## src/rtl/ps2_pkg.sv

```systemverilog
// Shared PS/2 receive definitions: frame layout, well-known scan codes and
// the odd-parity check used on every received frame.
package ps2_pkg;

    localparam int FRAME_BITS = 11;

    localparam logic [7:0] PS2_BREAK = 8'hF0;
    localparam logic [7:0] PS2_EXT   = 8'hE0;

    // Frame as it sits after LSB-first shifting: start bit lands in bit 0.
    typedef struct packed {
        logic       stop;
        logic [0:0] parity;
        logic [7:0] data;
        logic       start;
    } ps2_frame_t;

    // PS/2 uses odd parity: data bits plus parity bit must hold an odd count of ones.
    function automatic logic odd_parity_ok(input logic [7:0] d, input logic p);
        return ^{p, d};
    endfunction

endpackage

```

## src/rtl/ps2_kbd_rx_sync_fifo.sv

```systemverilog
// First-word-fall-through synchronous FIFO. Pointers carry one extra MSB so
// full and empty are told apart without a separate count.
module sync_fifo #(
    parameter int WIDTH = 8,
    parameter int DEPTH = 8
) (
    input  logic             i_clk,
    input  logic             i_rst_n,
    input  logic             i_wr_en,
    input  logic [WIDTH-1:0] i_wr_data,
    input  logic             i_rd_en,
    output logic [WIDTH-1:0] o_rd_data,
    output logic             o_empty,
    output logic             o_full
);

    localparam int AW = $clog2(DEPTH);

    logic [AW:0]      r_wr_ptr;
    logic [AW:0]      r_rd_ptr;
    logic [WIDTH-1:0] r_mem [DEPTH];
    logic             w_wr;
    logic             w_rd;

    assign o_empty   = (r_wr_ptr == r_rd_ptr);
    assign o_full    = (r_wr_ptr[AW] != r_rd_ptr[AW]) &&
                       (r_wr_ptr[AW-1:0] == r_rd_ptr[AW-1:0]);
    assign w_rd      = i_rd_en && !o_empty;
    // A write into a full FIFO is fine when the head leaves in the same cycle.
    assign w_wr      = i_wr_en && (!o_full || w_rd);
    assign o_rd_data = r_mem[r_rd_ptr[AW-1:0]];

    // Pointer advance; wrap is natural through the extra MSB.
    always_ff @(posedge i_clk or negedge i_rst_n) begin
        if (!i_rst_n) begin
            r_wr_ptr <= '0;
            r_rd_ptr <= '0;
        end else begin
            if (w_wr) r_wr_ptr <= r_wr_ptr + (AW+1)'(1);
            if (w_rd) r_rd_ptr <= r_rd_ptr + (AW+1)'(1);
        end
    end

    // Storage array, no reset needed since reads are qualified by !o_empty.
    always_ff @(posedge i_clk) begin
        if (w_wr) r_mem[r_wr_ptr[AW-1:0]] <= i_wr_data;
    end

endmodule

```

## src/rtl/ps2_kbd_rx.sv

```systemverilog
// PS/2 keyboard receiver: synchronises the device clock/data pins, shifts in
// 11-bit frames on falling edges, checks them and queues good bytes.
module ps2_kbd_rx
    import ps2_pkg::*;
#(
    parameter int FIFO_DEPTH  = 8,
    parameter int SYNC_STAGES = 2,
    parameter int TIMEOUT_CYC = 4096
) (
    input  logic       i_clk,
    input  logic       i_rst,
    input  logic       i_ps2_clk,
    input  logic       i_ps2_data,
    output logic [7:0] o_data,
    output logic       o_valid,
    input  logic       i_ready,
    output logic       o_overflow,
    output logic       o_frame_err,
    input  logic       i_clr_err
);

    localparam int TW = $clog2(TIMEOUT_CYC + 1);

    logic [1:0]             r_rst_sync;
    logic                   w_rst_n;
    logic [SYNC_STAGES-1:0] r_clk_sync;
    logic [SYNC_STAGES-1:0] r_dat_sync;
    logic                   r_clk_prev;
    logic                   w_fall;
    logic                   w_bit;
    logic [3:0]             r_bit_cnt;
    logic [FRAME_BITS-2:0]  r_shift;
    logic [TW-1:0]          r_to_cnt;
    logic                   w_timeout;
    ps2_frame_t             w_frame;
    logic                   w_last;
    logic                   w_frame_ok;
    logic                   w_good;
    logic                   w_bad;
    logic                   w_pop;
    logic                   w_full;
    logic                   w_empty;
    logic [7:0]             w_rd_data;

    // Reset asserts immediately and releases two clocks later, in step with clk.
    always_ff @(posedge i_clk or negedge i_rst) begin
        if (!i_rst) r_rst_sync <= 2'b00;
        else        r_rst_sync <= {r_rst_sync[0], 1'b1};
    end
    assign w_rst_n = r_rst_sync[1];

    // Pin synchronisers plus one delayed copy of the clock for edge detection.
    always_ff @(posedge i_clk or negedge w_rst_n) begin
        if (!w_rst_n) begin
            r_clk_sync <= '1;
            r_dat_sync <= '1;
            r_clk_prev <= 1'b1;
        end else begin
            r_clk_sync <= {r_clk_sync[SYNC_STAGES-2:0], i_ps2_clk};
            r_dat_sync <= {r_dat_sync[SYNC_STAGES-2:0], i_ps2_data};
            r_clk_prev <= r_clk_sync[SYNC_STAGES-1];
        end
    end

    assign w_fall = r_clk_prev & ~r_clk_sync[SYNC_STAGES-1];
    assign w_bit  = r_dat_sync[SYNC_STAGES-1];

    // The stop bit is checked straight off the synchroniser, not after shifting.
    assign w_frame    = {w_bit, r_shift};
    assign w_last     = w_fall && (r_bit_cnt == 4'(FRAME_BITS - 1));
    assign w_frame_ok = !w_frame.start && w_frame.stop &&
                        odd_parity_ok(w_frame.data, w_frame.parity[0]);
    assign w_good     = w_last && w_frame_ok;
    assign w_bad      = w_last && !w_frame_ok;
    assign w_timeout  = (r_bit_cnt != 4'd0) && !w_fall &&
                        (r_to_cnt == TW'(TIMEOUT_CYC - 1));

    // Bit counter and LSB-first shift register; a stalled partial frame is dropped silently.
    always_ff @(posedge i_clk or negedge w_rst_n) begin
        if (!w_rst_n) begin
            r_bit_cnt <= 4'd0;
            r_shift   <= '0;
        end else if (w_fall) begin
            r_shift   <= {w_bit, r_shift[FRAME_BITS-2:1]};
            r_bit_cnt <= w_last ? 4'd0 : r_bit_cnt + 4'd1;
        end else if (w_timeout) begin
            r_bit_cnt <= 4'd0;
        end
    end

    // Idle-time counter between device clock edges, only while mid-frame.
    always_ff @(posedge i_clk or negedge w_rst_n) begin
        if (!w_rst_n)                                      r_to_cnt <= '0;
        else if (w_fall || r_bit_cnt == 4'd0 || w_timeout) r_to_cnt <= '0;
        else                                               r_to_cnt <= r_to_cnt + TW'(1);
    end

    assign o_valid = !w_empty;
    assign w_pop   = o_valid && i_ready;
    assign o_data  = o_valid ? w_rd_data : 8'h00;

    sync_fifo #(
        .WIDTH (8),
        .DEPTH (FIFO_DEPTH)
    ) u_fifo (
        .i_clk     (i_clk),
        .i_rst_n   (w_rst_n),
        .i_wr_en   (w_good),
        .i_wr_data (w_frame.data),
        .i_rd_en   (w_pop),
        .o_rd_data (w_rd_data),
        .o_empty   (w_empty),
        .o_full    (w_full)
    );

    // Sticky error flags; a new event in the same cycle beats clr_err.
    always_ff @(posedge i_clk or negedge w_rst_n) begin
        if (!w_rst_n) begin
            o_overflow  <= 1'b0;
            o_frame_err <= 1'b0;
        end else begin
            if (w_good && w_full && !w_pop) o_overflow <= 1'b1;
            else if (i_clr_err)             o_overflow <= 1'b0;
            if (w_bad)                      o_frame_err <= 1'b1;
            else if (i_clr_err)             o_frame_err <= 1'b0;
        end
    end

endmodule

```

## config.mk

```make
export PLATFORM = sky130hd
export DESIGN_NAME = ps2_kbd_rx
export DESIGN_NICKNAME = d
export VERILOG_FILES = /design/src/rtl/ps2_pkg.sv /design/src/rtl/ps2_kbd_rx_sync_fifo.sv /design/src/rtl/ps2_kbd_rx.sv
export SDC_FILE = /design/constraint.sdc
export NUM_CORES = 1
export LEC_CHECK = 0
export ABC_AREA = 1
export BUFFER_PORTS_ARGS = -buffer_cell sky130_fd_sc_hd__buf_4
export CAP_MARGIN = 5
export CORE_AREA = 5 5 144 146
export DETAILED_ROUTE_END_ITERATION = 8
export DIE_AREA = 0 0 149 151
export GPL_ROUTABILITY_DRIVEN = 0
export RECOVER_POWER = 50
export SLEW_MARGIN = 0
export SYNTH_ARGS = -nofsm -noshare
export SYNTH_HDL_FRONTEND = slang
export SYNTH_SLANG_ARGS = --single-unit
```

## constraint.sdc

```tcl
create_clock -name i_clk -period 2.9 [get_ports i_clk]
set_clock_uncertainty 0.1 [all_clocks]
set_input_delay 0.29 -clock i_clk [delete_from_list [all_inputs] [get_ports i_clk]]
set_output_delay 0.29 -clock i_clk [all_outputs]
set_load 0.05 [all_outputs]
```

* Word level (Yosys, flattened, before mapping) *
Memory sizes are Yosys's and may differ from the RTL's.
Cells that the tools add are included.

word-level totals
  bits in registers = 44
  memory bits (writable) = 64
  input port bits = 6
  output and inout port bits = 11
  word-level logic and storage cells = 61
  memories kept = 1

operators by class
  add/subtract/negate cells = 4
  eq/ne operators = 5
  mux-type cells = 10
  bitwise gates (word level) = 2
  reduce and logical (&&, ||, !) cells = 28

memory list
  name          depth  bits a word  rd ports  clocked after Yosys merged registers in  wr ports  line                        RTL
  u_fifo.r_mem  8      8            1         0                                        1         ps2_kbd_rx_sync_fifo.sv:21  logic [WIDTH-1:0] r_mem [DEPTH];

operator list
  kind                                                               number
  13-bit by 1-bit adder with 13-bit output, second input constant    1
  13-bit by 12-bit == test with 1-bit output, second input constant  1
  1-bit logical AND                                                  13
  13-bit two-way mux                                                 1
  4-bit by 1-bit adder with 4-bit output, second input constant      3
  4-bit two-way mux                                                  3
  9-bit XOR reduction                                                1
  8-bit two-way mux                                                  1
  1-bit logical NOT                                                  6
  2-bit nonzero test                                                 3
  1-bit two-way mux                                                  5
  4-bit == test                                                      1
  4-bit == test, second input constant                               1
  4-bit logical NOT                                                  1
  4-bit nonzero test                                                 1
  3-bit == test                                                      1
  1-bit logical OR                                                   3
  1-bit bitwise AND                                                  1
  1-bit inequality test                                              1
  1-bit NOT                                                          1

* Logic depth before layout (Yosys ltp) *
Gate-level depths: netlist (run 1).

  word-level depth = 8
  mapped depth = 13
  gate-level depth less buffers = 12

* By module *
From an unflattened synthesis (run 1), not the netlist that was laid out.

second synthesis, totals
  cell total of the unflattened synthesis = 478
  area total of the unflattened synthesis = 4810.9 um^2

by module, submodules not included
  module      instances  cells an instance  area each (um^2)
  sync_fifo   1          261                3037.9
  ps2_kbd_rx  1          217                1773.0

* Worst setup path before layout (run 1) *
Ideal clock, no wire load.

  path type = register to output
  start point = reg u_fifo.r_wr_ptr[0]
  end point = out o_data[6]
  arrival time = 2.070 ns
  path slack = 0.440 ns
  cell stages (with the launch flop) = 8
  cell sequence = dfrtp_1 buf_6 xor2_1 nor3_4 nand2_1 buf_4 o21ai_0 a31oi_1

between the ends
  cells in the longest elaborated chain, start to end = 2

ends and longest elaborated chain
  what                      line                        RTL
  start: declaration        ps2_kbd_rx_sync_fifo.sv:19  logic [AW:0] r_wr_ptr;
  start signal: assignment  ps2_kbd_rx_sync_fifo.sv:39  if (w_wr) r_wr_ptr <= r_wr_ptr + (AW+1)'(1);
  4-bit == test             ps2_kbd_rx_sync_fifo.sv:25  assign o_empty = (r_wr_ptr == r_rd_ptr);
  8-bit two-way mux         ps2_kbd_rx.sv:100           assign o_data = o_valid ? w_rd_data : 8'h00;
  end: declaration          ps2_kbd_rx.sv:14            output logic [7:0] o_data,

Every way passes these cells.

* Final worst setup path (run 1) *
  start point = reg u_fifo.r_rd_ptr[0]
  end point = out o_data[0]

between the ends
  cells in the longest elaborated chain, start to end = 2

ends and longest elaborated chain
  what                                                      line                        RTL
  start: declaration                                        ps2_kbd_rx_sync_fifo.sv:20  logic [AW:0] r_rd_ptr;
  start signal: assignment                                  ps2_kbd_rx_sync_fifo.sv:40  if (w_rd) r_rd_ptr <= r_rd_ptr + (AW+1)'(1);
  memory 8 x 8 bit / 4-bit == test (equally long branches)  n/a
  8-bit two-way mux *                                       ps2_kbd_rx.sv:100

Every way passes the cells marked *; elsewhere a longest branch is shown, timed or not.

==> impl_metrics.py, run 1 <==
metrics = {
    "die": {
        "die_h_um": 151,
        "start_util_pct": 24.61,
        "ios": 17,
        "die_width_um": 149,
        "die-area_um2": 22500,
        "rows": 51,
        "core_area_um2": 19270,
    },
    "synthesis": {
        "synth_compound_area_share_pct": 9.312,
        "syn_avg_cell_area_um2": 10.78,
        "yosysSeqAreaShare_pct": 63.86,
        "synth_warnings": 0,
        "synth_top_family_by_area": "simple AND/OR/NAND/NOR gates",
        "synthArstFlopShare_pct": 40.74,
        "synth_nets": 452,
        "synthAdderAreaFrac_pct": 1.583,
        "synth_cell_types": 38,
        "synth_mux_area_share_pct": 0,
        "synth_area_um2": 4743,
        "synth_simple_gate_area_share_pct": 17.70,
        "synth_edf_count": 64,
        "synth_ff_type": "edfxtp_1",
        "synth_cells": 440,
        "synth-seq-cells": 108,
        "synth_xor_xnor_area_share_pct": 2.400,
    },
    "global_route": {
        "grt_pass1_wl_um": 15730,
        "grt_max_degree": 43,
        "overflow": 0,
        "grt_pass1_vias": 3077,
        "grt_util_all_layers_pct": 8.812,
        "grt_antenna_before_repair": 0,
    },
    "clock_network": {
        "clkSinkCount": 108,
        "cts_tree": "yes",
        "clock_latency_ps": 340,
        "cts_root_buffer": "clkbuf_16",
        "cts-htree-levels": 3,
        "clk_pin_slew_worst_paths_ps": 70,
        "clock_path_buffers": 2,
        "numCtsBuffers": 9,
    },
    "final_layout": {
        "fin_util_pct": 28.63,
        "area_growth_pct": 16.30,
        "final_cell_count_no_fill": 738,
        "drive_above_1_share_pct": 15.86,
        "finalNetCount": 480,
        "diodes": 0,
    },
    "routing": {
        "drcViolationCount": 0,
        "firstDrtPassIters": 4,
        "totalWireLength_um": 9485,
        "avgViaCountPerCell": 4.210,
        "dr_total_vias": 3107,
        "drt_iter0_drc": 267,
        "detail-route-antenna-nets": 0,
        "wire_per_inst_um": 12.85,
    },
    "timing": {
        "maxSlewViolCount": 43,
        "finalHoldViolations": 0,
        "setup_viol": 0,
        "tightest_slew_ps": 1710,
        "fin_ws_ps": 168.4,
        "relSlewSlack_pct": -14.01,
        "max_freq_mhz": 366.1,
        "period_minus_slack_ps": 2732,
        "tns_ps": 0,
        "grt_setup_unrepaired": "false",
        "fin_crit_sh_pct": 94.19,
    },
    "placement": {
        "placedCellCount": 717,
        "place.port_buffers": 16,
        "dp_hpwl_um": 6408,
        "pre_cts_ws_ps": 504.9,
    },
    "power_and_ir_drop": {
        "ir_worst_vdd_mv": 0.3875,
        "p_leak_nw": 2.133,
        "power.density_nw_per_um2": 889.2,
    },
    "setup_path": {
        "path_class": "reg2out",
        "critPathCaptureType": "output port",
        "arrival_ps": 2340,
        "critPathLaunchType": "flip-flop",
        "critPathMaxFanout": 19,
        "cp_data_required_time_ps": 2510,
    },
    "outcome": {
        "violations": "max-capacitance violations, max-slew violations",
        "status": "finished with violations",
    },
    "run": {
        "drv_cap": 1,
    },
    "hold_path": {
        "hp-class": "in2reg",
    },
}
-- power breakdown --
| group | switching (mW) | internal, mW |
|---|---|---|
| combinational | 1.19 | 0.576 |
| clock | 0.573 | 0.597 |
| sequential | 0.186 | 1.78 |
| total | 1.95 | 2.95 |
-- layer usage --
metal	wire length, um	track usage (%)	share of wire (%)
met1	4336	11.24	46
met2	4722	14.84	50
met3	279	1.855	2.9
met4	146	3.158	1.5
met5	0	0	0
-- final timing paths --
kind	startpoint	to	slack (ps)	depth (start not counted)
max	u_fifo.r_rd_ptr[0]	o_data[0]	170	7
min	i_clr_err	o_overflow	100	4
max reg2reg	r_shift[7]	u_fifo.r_mem[7][1]	590	10
min reg2reg	r_rst_sync[0]	r_rst_sync[1]	260	0
max in group asynchronous	r_rst_sync[1]	u_fifo.r_rd_ptr[1]	970	0
min in group asynchronous	i_rst	r_rst_sync[0]	170	2
-- kinds of logic after synthesis --
kind of cell    Yosys count
other cells               1
flops                   108
buf+inv                  55
xor+xnor                 13
fa+ha+maj                 6
compound gates           82
simple gates            175
-- sequential cells by signal (all words and copies together) (netlist names) --
signal           flops
r_bit_cnt            4
o_overflow           1
u_fifo.r_rd_ptr      4
u_fifo.r_mem        64
r_rst_sync           2
r_clk_prev           1
o_frame_err          1
r_dat_sync           2
r_shift             10
r_clk_sync           2
u_fifo.r_wr_ptr      4
r_to_cnt            13
-- cells in the final DEF, fill, tap and decap left out, drive strengths merged, types with 3 or more instances in the layout --
master and instances:
inv 42, dfstp 5, o22ai 10, nand2 68, nand3 13, nor3 12, a31oi 8, dfrtp 39
xnor2 4, xor2 9, nor2 71, o21ai 55, dlygate4sd3 3, buf 25, ha 6, a21oi 7
edfxtp 64, clkbuf 14, nand4 6
-- cells in the mapped netlist (all sizes together), types with 4 or more instances --
| cell type | n | area share [%] |
|---|---|---|
| nand3 | 13 | 1.6 |
| clkbuf | 8 | 0.63 |
| ha | 6 | 1.6 |
| nand4 | 6 | 1.1 |
| a31oi | 8 | 1.1 |
| xnor2 | 4 | 0.74 |
| dfrtp | 39 | 21 |
| nand2 | 68 | 5.9 |
| a21oi | 7 | 0.82 |
| xor2 | 9 | 1.7 |
| inv | 39 | 3.1 |
| nor2 | 71 | 6.0 |
| dfstp | 5 | 2.8 |
| o22ai | 10 | 1.3 |
| buf | 8 | 1.3 |
| o21ai | 55 | 5.8 |
| edfxtp | 64 | 41 |
| nor3 | 12 | 2.2 |
-- cell type report --
class | instances | area, um^2
fill | 2005 | 13750
multi-input combinational | 277 | 1466
tap | 265 | 331.6
inverter | 39 | 150.1
clock inverter | 7 | 56.30
sequential | 108 | 3030
clock buffer | 9 | 225.2
timing repair buffer | 33 | 256.5
-- critical path, stage by stage (launching register included) --
cell and delay (ps):
dfrtp_1 370, buf_4 250, xor2_1 250, nor3_4 80, nand2_1 360, o21ai_0 230
a31oi_1 220, buf_4 230
-- repair_timing --
item | CTS | global route
endpoints found under the setup margin | 0 | 1
gates resized for setup | 0 | 2
hold buffers | 3 | 0
buffers inserted | 0 | 2
hold endpoints to repair | 4 | 0
-- stage by stage --
step | area (um^2) | hold slack (ps) | power, mW
CTS | 5504 | 100.6 | 4.914
detailed placement | 5192 | -25.25 | 3.732
global placement | 5192 | -27.27 | 3.695
global route | 5517 | 121.1 | 5.195
finish | 5517 | 104.4 | 4.906
floorplan | 4743 | -105.6 | 3.252
Note: power is estimated with default switching activity, not from simulation.
==> run 2: changes to the inputs <==
Settings changed: GPL_TIMING_DRIVEN set to 0.
==> run 2 against run 1 <==
Against the previous run:
- the flow now finishes without violations
- first-iteration DRC count fell by 27%
- clock power increased by 6%
- sequential share of layout area down 0.23 points
==> impl_metrics.py, run 2 (synthesis gave the netlist of run 1 again) <==
metrics = {
    "timing": {
        "grt_setup_unrepaired": "false",
        "fin_ws_ps": 197.4,
        "max_freq_mhz": 370.0,
        "period_minus_slack_ps": 2703,
        "tns_ps": 0,
        "tightest_slew_ps": 1264,
        "finalHoldViolations": 0,
        "maxSlewViolCount": 0,
        "setup_viol": 0,
        "whs_ps": 104.7,
        "fin_crit_sh_pct": 93.19,
        "relSlewSlack_pct": 15.73,
    },
    "clock_network": {
        "cts_tree": "yes",
        "numCtsBuffers": 9,
        "clock_path_buffers": 2,
        "cts_root_buffer": "clkbuf_16",
        "clk_pin_slew_worst_paths_ps": 70,
        "cts-htree-levels": 3,
        "clkSinkCount": 108,
        "clock_latency_ps": 350,
    },
    "global_route": {
        "grt_pass1_wl_um": 15780,
        "overflow": 0,
        "grt_pass1_vias": 3046,
        "grt_max_degree": 24,
        "grt_antenna_before_repair": 0,
        "grt_util_all_layers_pct": 8.993,
    },
    "setup_path": {
        "worstRegToRegCells": 11,
        "cp.depth": 7,
        "crit_top_cell": "o21ai_0",
        "r2r_setup_slack_ps": 280,
        "cpMaxStageDelayCell": "clkbuf_1",
        "critPathLaunchType": "flip-flop",
        "path_class": "reg2out",
        "crit_chain": "buf_2, clkbuf_1, o21ai_0, o22ai_1, o21ai_0, a31oi_1, buf_4",
        "cp_data_required_time_ps": 2510,
        "arrival_ps": 2310,
        "cpPeakStageDelay_ps": 460,
        "path_delay_family": "buffers and inverters",
        "critPathBufInv": 3,
        "critPathCaptureType": "output port",
        "critPathMaxFanout": 10,
    },
    "power_and_ir_drop": {
        "ir_worst_vdd_mv": 0.4037,
        "p_leak_nw": 2.130,
        "power.density_nw_per_um2": 903.2,
        "total_power_mw": 5.002,
    },
    "final_layout": {
        "diodes": 0,
        "layout_commonest_cell": "nor2_1",
        "final_cell_mix": "nor2_1, edfxtp_1, nand2_1, o21ai_0, dfrtp_1",
        "largest_reg_flops": 64,
        "multi_input_area_um2": 1486,
        "drive_above_1_share_pct": 14.50,
        "area_growth_pct": 16.75,
        "fillers": 2030,
        "finalNetCount": 483,
        "stdcell_area_um2": 5538,
        "regArea_um2": 3029,
    },
    "routing": {
        "detail-route-antenna-nets": 0,
        "firstDrtPassIters": 4,
        "avgViaCountPerCell": 4.175,
        "wire_per_inst_um": 12.99,
        "totalWireLength_um": 9624,
        "drcViolationCount": 0,
        "dr_total_vias": 3094,
        "drt_iter0_drc": 196,
    },
    "hold_path": {
        "hp-class": "in2reg",
        "whs_path_depth": 4,
    },
    "die": {
        "die_h_um": 151,
        "die-area_um2": 22500,
        "core_area_um2": 19270,
        "ios": 17,
        "rows": 51,
        "die_width_um": 149,
        "start_util_pct": 24.61,
    },
    "placement": {
        "place.port_buffers": 16,
        "pre_cts_ws_ps": 230.1,
        "dp_hpwl_um": 6556,
        "dpl-instance-area_um2": 5224,
    },
    "outcome": {
        "status": "completed",
    },
    "run": {
        "drv_cap": 0,
    },
}
[run 2: cell count changes in the layout (fill, tap and decap cells not counted), sizes merged]
cell / before / now
clkbuf: 14 / 21
buf: 25 / 21
clkinv: 2 / 4
clkinvlp: 2 / 0
bufinv: 0 / 1
inv: 42 / 41
[run 2: worst paths after layout]
check                                     endpoint                from
worst min-delay path                   o_frame_err           i_clr_err
worst max register to register  u_fifo.r_mem[1][5]          r_shift[1]
worst max-delay path                     o_data[6]  u_fifo.r_rd_ptr[1]
worst min register to register         r_to_cnt[5]       r_rst_sync[1]
max in group asynchronous       u_fifo.r_rd_ptr[2]       r_rst_sync[1]
min in group asynchronous            r_rst_sync[0]               i_rst
[run 2: area by class of cell]
class | instances | share of cell area, %
flip-flops and latches | 108 | 54.70
multi-input cells | 277 | 26.84
well taps | 265 | 5.987
clock buffers | 9 | 4.067
repair buffers | 20 | 2.711
inverters | 39 | 2.643
plain buffers | 16 | 1.695
clock inverters | 7 | 1.356
[run 2: where the power goes]
part | switching [mW] | internal, mW
Clock | 0.562 | 0.676
Combinational | 1.28 | 0.556
Sequential | 0.152 | 1.78
Total | 1.99 | 3.01
[run 2: tightest hold or removal path, stage by stage]
cell and delay (ps):
buf_4 80, inv_1 40, nand2_1 50, nand2_1 50
[run 2: per-stage QoR]
stage | instances | util [%]
3_3_place_gp | 721 | 26.96
2_1_floorplan | 440 | -
5_1_grt | 741 | 28.74
4_1_cts | 741 | 28.82
3_5_place_dp | 722 | 27.11
6_report | 741 | 28.74
[run 2: timing repair]
action                     in CTS  in global routing
hold buffers                    3                  0
buffers inserted                0                  0
setup endpoints to repair       0                 16
hold endpoints to repair        4                  0
resized for setup               0                  2
[run 2: layer usage]
layer | global-route usage, % | wire length, um | vias to the layer above
met5 | 0 | 0 | -
met1 | 11.86 | 4305 | 1480
li1 | - | - | 1557
met2 | 14.60 | 4696 | 51
met3 | 2.424 | 530 | 6
met4 | 2.609 | 91 | 0
